## src/rtl/nrd_sequencer.sv

```systemverilog
// Control sequencer for the non-restoring divider: bgn/done handshake, iteration counter, strobes c0..c8.
// Optional divide-by-zero abort is enabled with `define DIVZ_CHECK_EN (adds m_zero input, err output).
module nrd_sequencer #(
   parameter int N     = 8,
   parameter int CNT_W = $clog2(N)
) (
   input  logic             clk,
   input  logic             rst_b,
   input  logic             bgn,
   input  logic             s,
`ifdef DIVZ_CHECK_EN
   input  logic             m_zero,
   output logic             err,
`endif
   output logic             c0,
   output logic             c1,
   output logic             c2,
   output logic             c3,
   output logic             c4,
   output logic             c5,
   output logic             c6,
   output logic             c7,
   output logic             c8,
   output logic             busy,
   output logic             done,
   output logic [CNT_W-1:0] cnt
);

   typedef enum logic [3:0] {
      IDLE    = 4'd0,
      LOAD_Q  = 4'd1,
      LOAD_M  = 4'd2,
      SHIFT   = 4'd3,
      ADDSUB  = 4'd4,
      SETQ    = 4'd5,
      CORRECT = 4'd6,
      OUT_A   = 4'd7,
      OUT_Q   = 4'd8,
      DONE    = 4'd9
   } state_e;

   localparam logic [CNT_W-1:0] LAST = CNT_W'(N - 1);

   state_e           state_q, state_d;
   logic [CNT_W-1:0] cnt_q, cnt_d;
   logic [8:0]       strb_q;
   logic             busy_q, done_q;
   logic             abort_now;

`ifdef DIVZ_CHECK_EN
   logic             err_q;
   // M is loaded on the edge into SHIFT, so the zero test can only be made in SHIFT itself.
   assign abort_now = (state_q == SHIFT) && (cnt_q == '0) && m_zero;
   assign err       = err_q;
`else
   assign abort_now = 1'b0;
`endif

   // State-only strobes, bit k drives ck.
   function automatic logic [8:0] decode(input state_e st);
      logic [8:0] v;
      v = '0;
      case (st)
         LOAD_Q:  v = 9'b0_0000_0011;
         LOAD_M:  v = 9'b0_0000_0100;
         SHIFT:   v = 9'b0_0010_0000;
         ADDSUB:  v = 9'b0_0000_1000;
         SETQ:    v = 9'b0_0100_0000;
         OUT_A:   v = 9'b1_0000_0000;
         OUT_Q:   v = 9'b0_1000_0000;
         default: v = '0;
      endcase
      return v;
   endfunction

   always_comb begin
      state_d = state_q;
      cnt_d   = cnt_q;
      unique case (state_q)
         IDLE:    if (bgn) state_d = LOAD_Q;
         LOAD_Q:  begin
            cnt_d   = '0;
            state_d = LOAD_M;
         end
         LOAD_M:  state_d = SHIFT;
         SHIFT:   state_d = abort_now ? DONE : ADDSUB;
         ADDSUB:  state_d = SETQ;
         SETQ:    begin
            cnt_d   = (cnt_q == LAST) ? '0 : cnt_q + CNT_W'(1);
            state_d = (cnt_q == LAST) ? CORRECT : SHIFT;
         end
         CORRECT: state_d = OUT_A;
         OUT_A:   state_d = OUT_Q;
         OUT_Q:   state_d = DONE;
         DONE:    state_d = IDLE;
         default: state_d = IDLE;
      endcase
   end

   // Outputs are registered from the next state so they line up with the state they belong to.
   always_ff @(posedge clk) begin
      if (rst_b) begin
         state_q <= IDLE;
         cnt_q   <= '0;
         strb_q  <= '0;
         busy_q  <= 1'b0;
         done_q  <= 1'b0;
`ifdef DIVZ_CHECK_EN
         err_q   <= 1'b0;
`endif
      end else begin
         state_q <= state_d;
         cnt_q   <= cnt_d;
         strb_q  <= decode(state_d);
         busy_q  <= (state_d != IDLE);
         done_q  <= (state_d == DONE);
`ifdef DIVZ_CHECK_EN
         err_q   <= abort_now;
`endif
      end
   end

   // s is the live sign of {S,A}: pre-load in ADDSUB, final remainder sign in CORRECT.
   assign c0   = strb_q[0];
   assign c1   = strb_q[1];
   assign c2   = strb_q[2];
   assign c3   = strb_q[3] | ((state_q == CORRECT) & s);
   assign c4   = strb_q[4] | ((state_q == ADDSUB) & ~s);
   assign c5   = strb_q[5] & ~abort_now;
   assign c6   = strb_q[6];
   assign c7   = strb_q[7];
   assign c8   = strb_q[8];
   assign busy = busy_q;
   assign done = done_q;
   assign cnt  = cnt_q;

   a_outbus_excl: assert property (@(posedge clk) disable iff (rst_b) !(c7 && c8));
   a_load_shift:  assert property (@(posedge clk) disable iff (rst_b) !(c3 && c5));
   a_done_busy:   assert property (@(posedge clk) disable iff (rst_b) done |-> busy);

endmodule

```

## config.mk

```make
export PLATFORM = sky130hd
export DESIGN_NAME = nrd_sequencer
export DESIGN_NICKNAME = d
export VERILOG_FILES = /design/src/rtl/nrd_sequencer.sv
export SDC_FILE = /design/constraint.sdc
export NUM_CORES = 1
export LEC_CHECK = 0
export ABC_AREA = 1
export CORE_MARGIN = 2
export CORE_UTILIZATION = 30
export DETAILED_ROUTE_END_ITERATION = 12
export HOLD_SLACK_MARGIN = 0.1
export SLEW_MARGIN = 30
export SYNTH_ARGS = -nofsm -noshare
export SYNTH_HDL_FRONTEND = slang
export SYNTH_SLANG_ARGS = --single-unit
```

## constraint.sdc

```tcl
create_clock -name clk -period 1.44 [get_ports clk]
set_clock_uncertainty 0.15 [all_clocks]
set_input_delay 0.216 -clock clk [delete_from_list [all_inputs] [get_ports clk]]
set_output_delay 0.216 -clock clk [all_outputs]
set_load 0.05 [all_outputs]
```

## Yosys cells after proc, flatten, opt, wreduce, memory -nomap -nowiden

Index checks and enable logic that the tools add are counted.

- Logic and storage cells: 37
- Input bits: 4
- Output and inout bits: 14
- Flip-flop bits (word level): 18

- Reduce and logical (&&, ||, !) cells: 3
- Bitwise operators: 5
- Mux-type cells: 6
- Add/subtract/negate cells: 1
- Equality and inequality tests: 17

Operator list:

| cell | count |
|---|---|
| 9-bit one-hot mux with 7 select lines | 1 |
| 4-bit one-hot mux with 9 select lines | 1 |
| 4-bit by 3-bit equality test with 1-bit output (second input constant) | 7 |
| 4-bit by 2-bit equality test with 1-bit output (second input constant) | 4 |
| 4-bit equality test (second input constant) | 3 |
| 4-bit by 1-bit equality test with 1-bit output (second input constant) | 2 |
| 3-bit two-way mux | 2 |
| 3-bit one-hot mux with 2 select lines | 1 |
| 4-bit logical NOT | 1 |
| 4-bit two-way mux | 1 |
| 4-bit nonzero test | 1 |
| 3-bit by 1-bit adder with 3-bit output (second input constant) | 1 |
| 3-bit equality test (second input constant) | 1 |
| 1-bit AND | 2 |
| 1-bit bitwise OR | 2 |
| 2-bit nonzero test | 1 |
| 1-bit inverter | 1 |

## Depth between registers and ports, before layout

Gate-level depths: netlist (run 1).

- Depth after elaboration: 5
- Mapped depth: 9
- Depth with buffers taken out: 9

## Worst setup path before layout (run 1)

Ideal clock, no wire load.

- Path kind: reg2out
- From: register state_q[2]
- To: output c3
- Cell stages (with the launch flop): 5
- Arrival: 1428 ps
- Slack: -354 ps
- Data required time: 1074 ps
- Path through: dfxtp_1 inv_2 nor2_2 nand2_1 o21bai_1

- Longest elaborated chain between the ends: 3

RTL lines:

| item | RTL line | text |
|---|---|---|
| start, declared | 44 | `state_e state_q, state_d;` |
| start signal, assigned | 112 | `state_q <= state_d;` |
| 4-bit by 3-bit equality test with 1-bit output | 127 | `assign c3 = strb_q[3] \| ((state_q == CORRECT) & s);` |
| 1-bit AND | 127 |  |
| 1-bit bitwise OR | 127 |  |
| end, declared | 18 | `output logic c3,` |

Every way passes these cells.

## Worst setup path after layout (run 1)

Same ends and word-level chain as after synthesis.

==> results of run 1 <==
[repair_timing]
item | in CTS | in global routing
pin swaps | 2 | 16
endpoints found under the setup margin | 4 | 8
gates resized for setup | 7 | 25
buffers inserted | 3 | 5
[layout by cell type (no fill, tap or decap), types with 3 or more instances in the layout]
cell,netlist,final
buf_12,0,15
buf_4,1,11
nand2_1,16,10
dfxtp_1,16,10
nor2_1,13,9
nand2_2,4,8
nor2_4,1,5
inv_2,5,5
nor2_2,5,5
dfxtp_4,0,4
nand3_4,1,3
nand2_4,1,3
a21oi_1,3,3
clkbuf_4,0,3
clkdlybuf4s50_1,0,3
[registers in the layout (all words and copies together), names as in the netlist]
signal and flops:
done 1, strb_q 7, cnt 3, state_q 4, busy 1
[Yosys cell counts (all sizes together)]
library cell,count,area [um2]
o21ai,1,5.000
o21bai,1,7.510
a211oi,1,7.510
nor3,3,20.02
a21oi,3,15.01
clkbuf,1,5.000
and2,1,6.260
nor4,2,12.51
nor2,19,91.34
ha,2,25.02
nand3,5,42.54
dfxtp,16,320.3
buf,2,11.26
nand2,21,96.34
inv,8,30.03
[final timing paths]
kind               endpoint  slack, ns  depth (start not counted)
hold reg to reg   strb_q[2]       0.33                          1
setup reg to reg       busy      -0.08                         11
hold / removal    strb_q[2]       0.33                          1
setup / recovery         c3      -0.16                          5
[area by class of cell]
type	instances	area, um2
repair buffers	31	435.4
multi-input cells	59	446.7
fillers	180	888.4
flip-flops and latches	16	337.8
well taps	28	35.03
inverters	8	32.53
clock buffers	4	36.28
[metrics by stage]
step                      cell area, um2  std cells  util, %  setup TNS [ns]  power (mW)
after CTS                           1195        142    54.02         -0.3561       1.044
after detailed placement            1117        135    50.51        -0.05682      0.7270
after floorplan                    723.2         86        -               0      0.6217
after global placement              1117        135    50.51        -0.01520      0.7241
after global routing                1324        146    59.84         -0.7205       1.124
final                               1324        146    59.84         -0.4191       1.066
[metal layers]
metal	vias to the layer above	global-route usage, %	wire length [um]
met5	-	0	0
met1	307	17.11	713
li1	337	-	-
met4	0	11.11	53
met2	14	20.89	852
met3	5	3.448	68
[logic make-up (layout without fill, tap and decap cells)]
logic type               count (synthesis)  count (layout)  share of synthesized area [%]
buffers and inverters                   11              43                          6.654
AO/OA/AOI/OAI                            6               6                          5.035
adder cells (fa/ha/maj)                  2               2                          3.597
flip-flops                              16              16                          46.04
AND/OR/NAND/NOR                         51              51                          38.67
[worst register-to-register path: cells and delay by family (launching register included)]
kind / cells / cell delay [ns]
simple gates: 8 / 0.56
buf+inv: 3 / 0.36
flops: 1 / 0.36
[power breakdown]
part | total [mW] | internal (mW) | switching (mW)
clock network | 0.308 | 0.154 | 0.153
registers | 0.477 | 0.456 | 0.0214
logic | 0.281 | 0.123 | 0.158
total | 1.07 | 0.733 | 0.333
==> impl_metrics.ini, run 1 <==
[status]
status = finished, violations left
violations = negative setup slack

[global_routing]
first_global_vias = 631
grt_use_total_pct = 14.04
grt_pass1_wl_um = 2691
grt_max_degree = 17
antenna_found_initial = 0
grt_overflow_total = 0

[sta]
max_slew.worst_pin.slew_ns = 0.2431
setup_violations = 4
fin_crit_ns = 1.596
setup_slack_ns = -0.1564
drv_slew = 0
post-route-period-util_pct = 110.9
max_freq_mhz = 626.4
slew_headroom_pct = 83.75
final_hold_viol_count = 0
whs_ns = 0.3262
rsz0062_at_grt = yes

[route]
vias = 663
dr.pass1.iters = 4
route.detailed.drc = 0
drt_iter0_markers = 10
routed_wl_um = 1687
wl_per_cell_um = 11.55
ant_nets = 0
post_drt_via_cell_ratio = 4.541

[die]
die_w_um = 52.16
initial_utilization_pct = 31.45
core_um2 = 2212
core.rowCount = 17
die_area_um2 = 2720
die_h_um = 52.16
io-pin-count = 18

[worst_setup_path]
end_kind = output port
required_ns = 1.07
path_max_fanout = 3
cpMaxStageDelayCell = dfxtp_4
start_kind = register
path_delay_family = flip-flops
crit_type = reg2out
cp_cell_sequence = inv_4 > nor2_4 > nand2_2 > o21bai_4 > buf_12
worstPathArrival_ns = 1.23
slowest_delay_ns = 0.37
critPathBufInv = 2
worstReg2RegStart = state_q[2]
cp-startpoint = state_q[2]

[min_path]
hold_path.class = reg2reg
hp-start = state_q[3]

[yosys]
synth_area_um2 = 695.7
ys_types = 24
syn_nets = 92
syn_area_per_cell_um2 = 8.089
yosysWarnings = 0
seq_area_frac_synth_pct = 46.04
netlist_instances = 86
ys_ff_latch = 16

[clock_network]
root_buffer = clkbuf_4
htreeDepth = 1
holdBufCountCts = 0
cts_sinks = 16
cts_buffer_depth = 2
insertion_delay_ns = 0.30
cts_tree = done
clk_pin_slew_ns = 0.10
cts_buffers = 3

[power]
leakage_nw = 0.5245
p_per_area_nw_per_um2 = 805.5
vdd_drop_max_v = 0.0005573

[place]
port_buffers = 17
gp_congestion = 0.8087
hpwl_um = 1099
dp_slack_ns = -0.05491

[final_layout]
area_growth_pct = 90.29
drive_gt1_share_pct = 62.71
fin_nets = 125
antenna-diode-count = 0

[job]
maxCapViolCount = 0
(Power assumes the default switching activity.)
==> inputs of run 2 (changes only) <==
--- a/config.mk
+++ b/config.mk
@@ -8,6 +8,7 @@
 export ABC_AREA = 1
 export CORE_MARGIN = 2
 export CORE_UTILIZATION = 30
+export CTS_CLUSTER_DIAMETER = 80
 export DETAILED_ROUTE_END_ITERATION = 12
 export HOLD_SLACK_MARGIN = 0.1
 export SLEW_MARGIN = 30
==> results of run 2 <==
No change in the layout: final DEF, timing and power equal those of run 1.
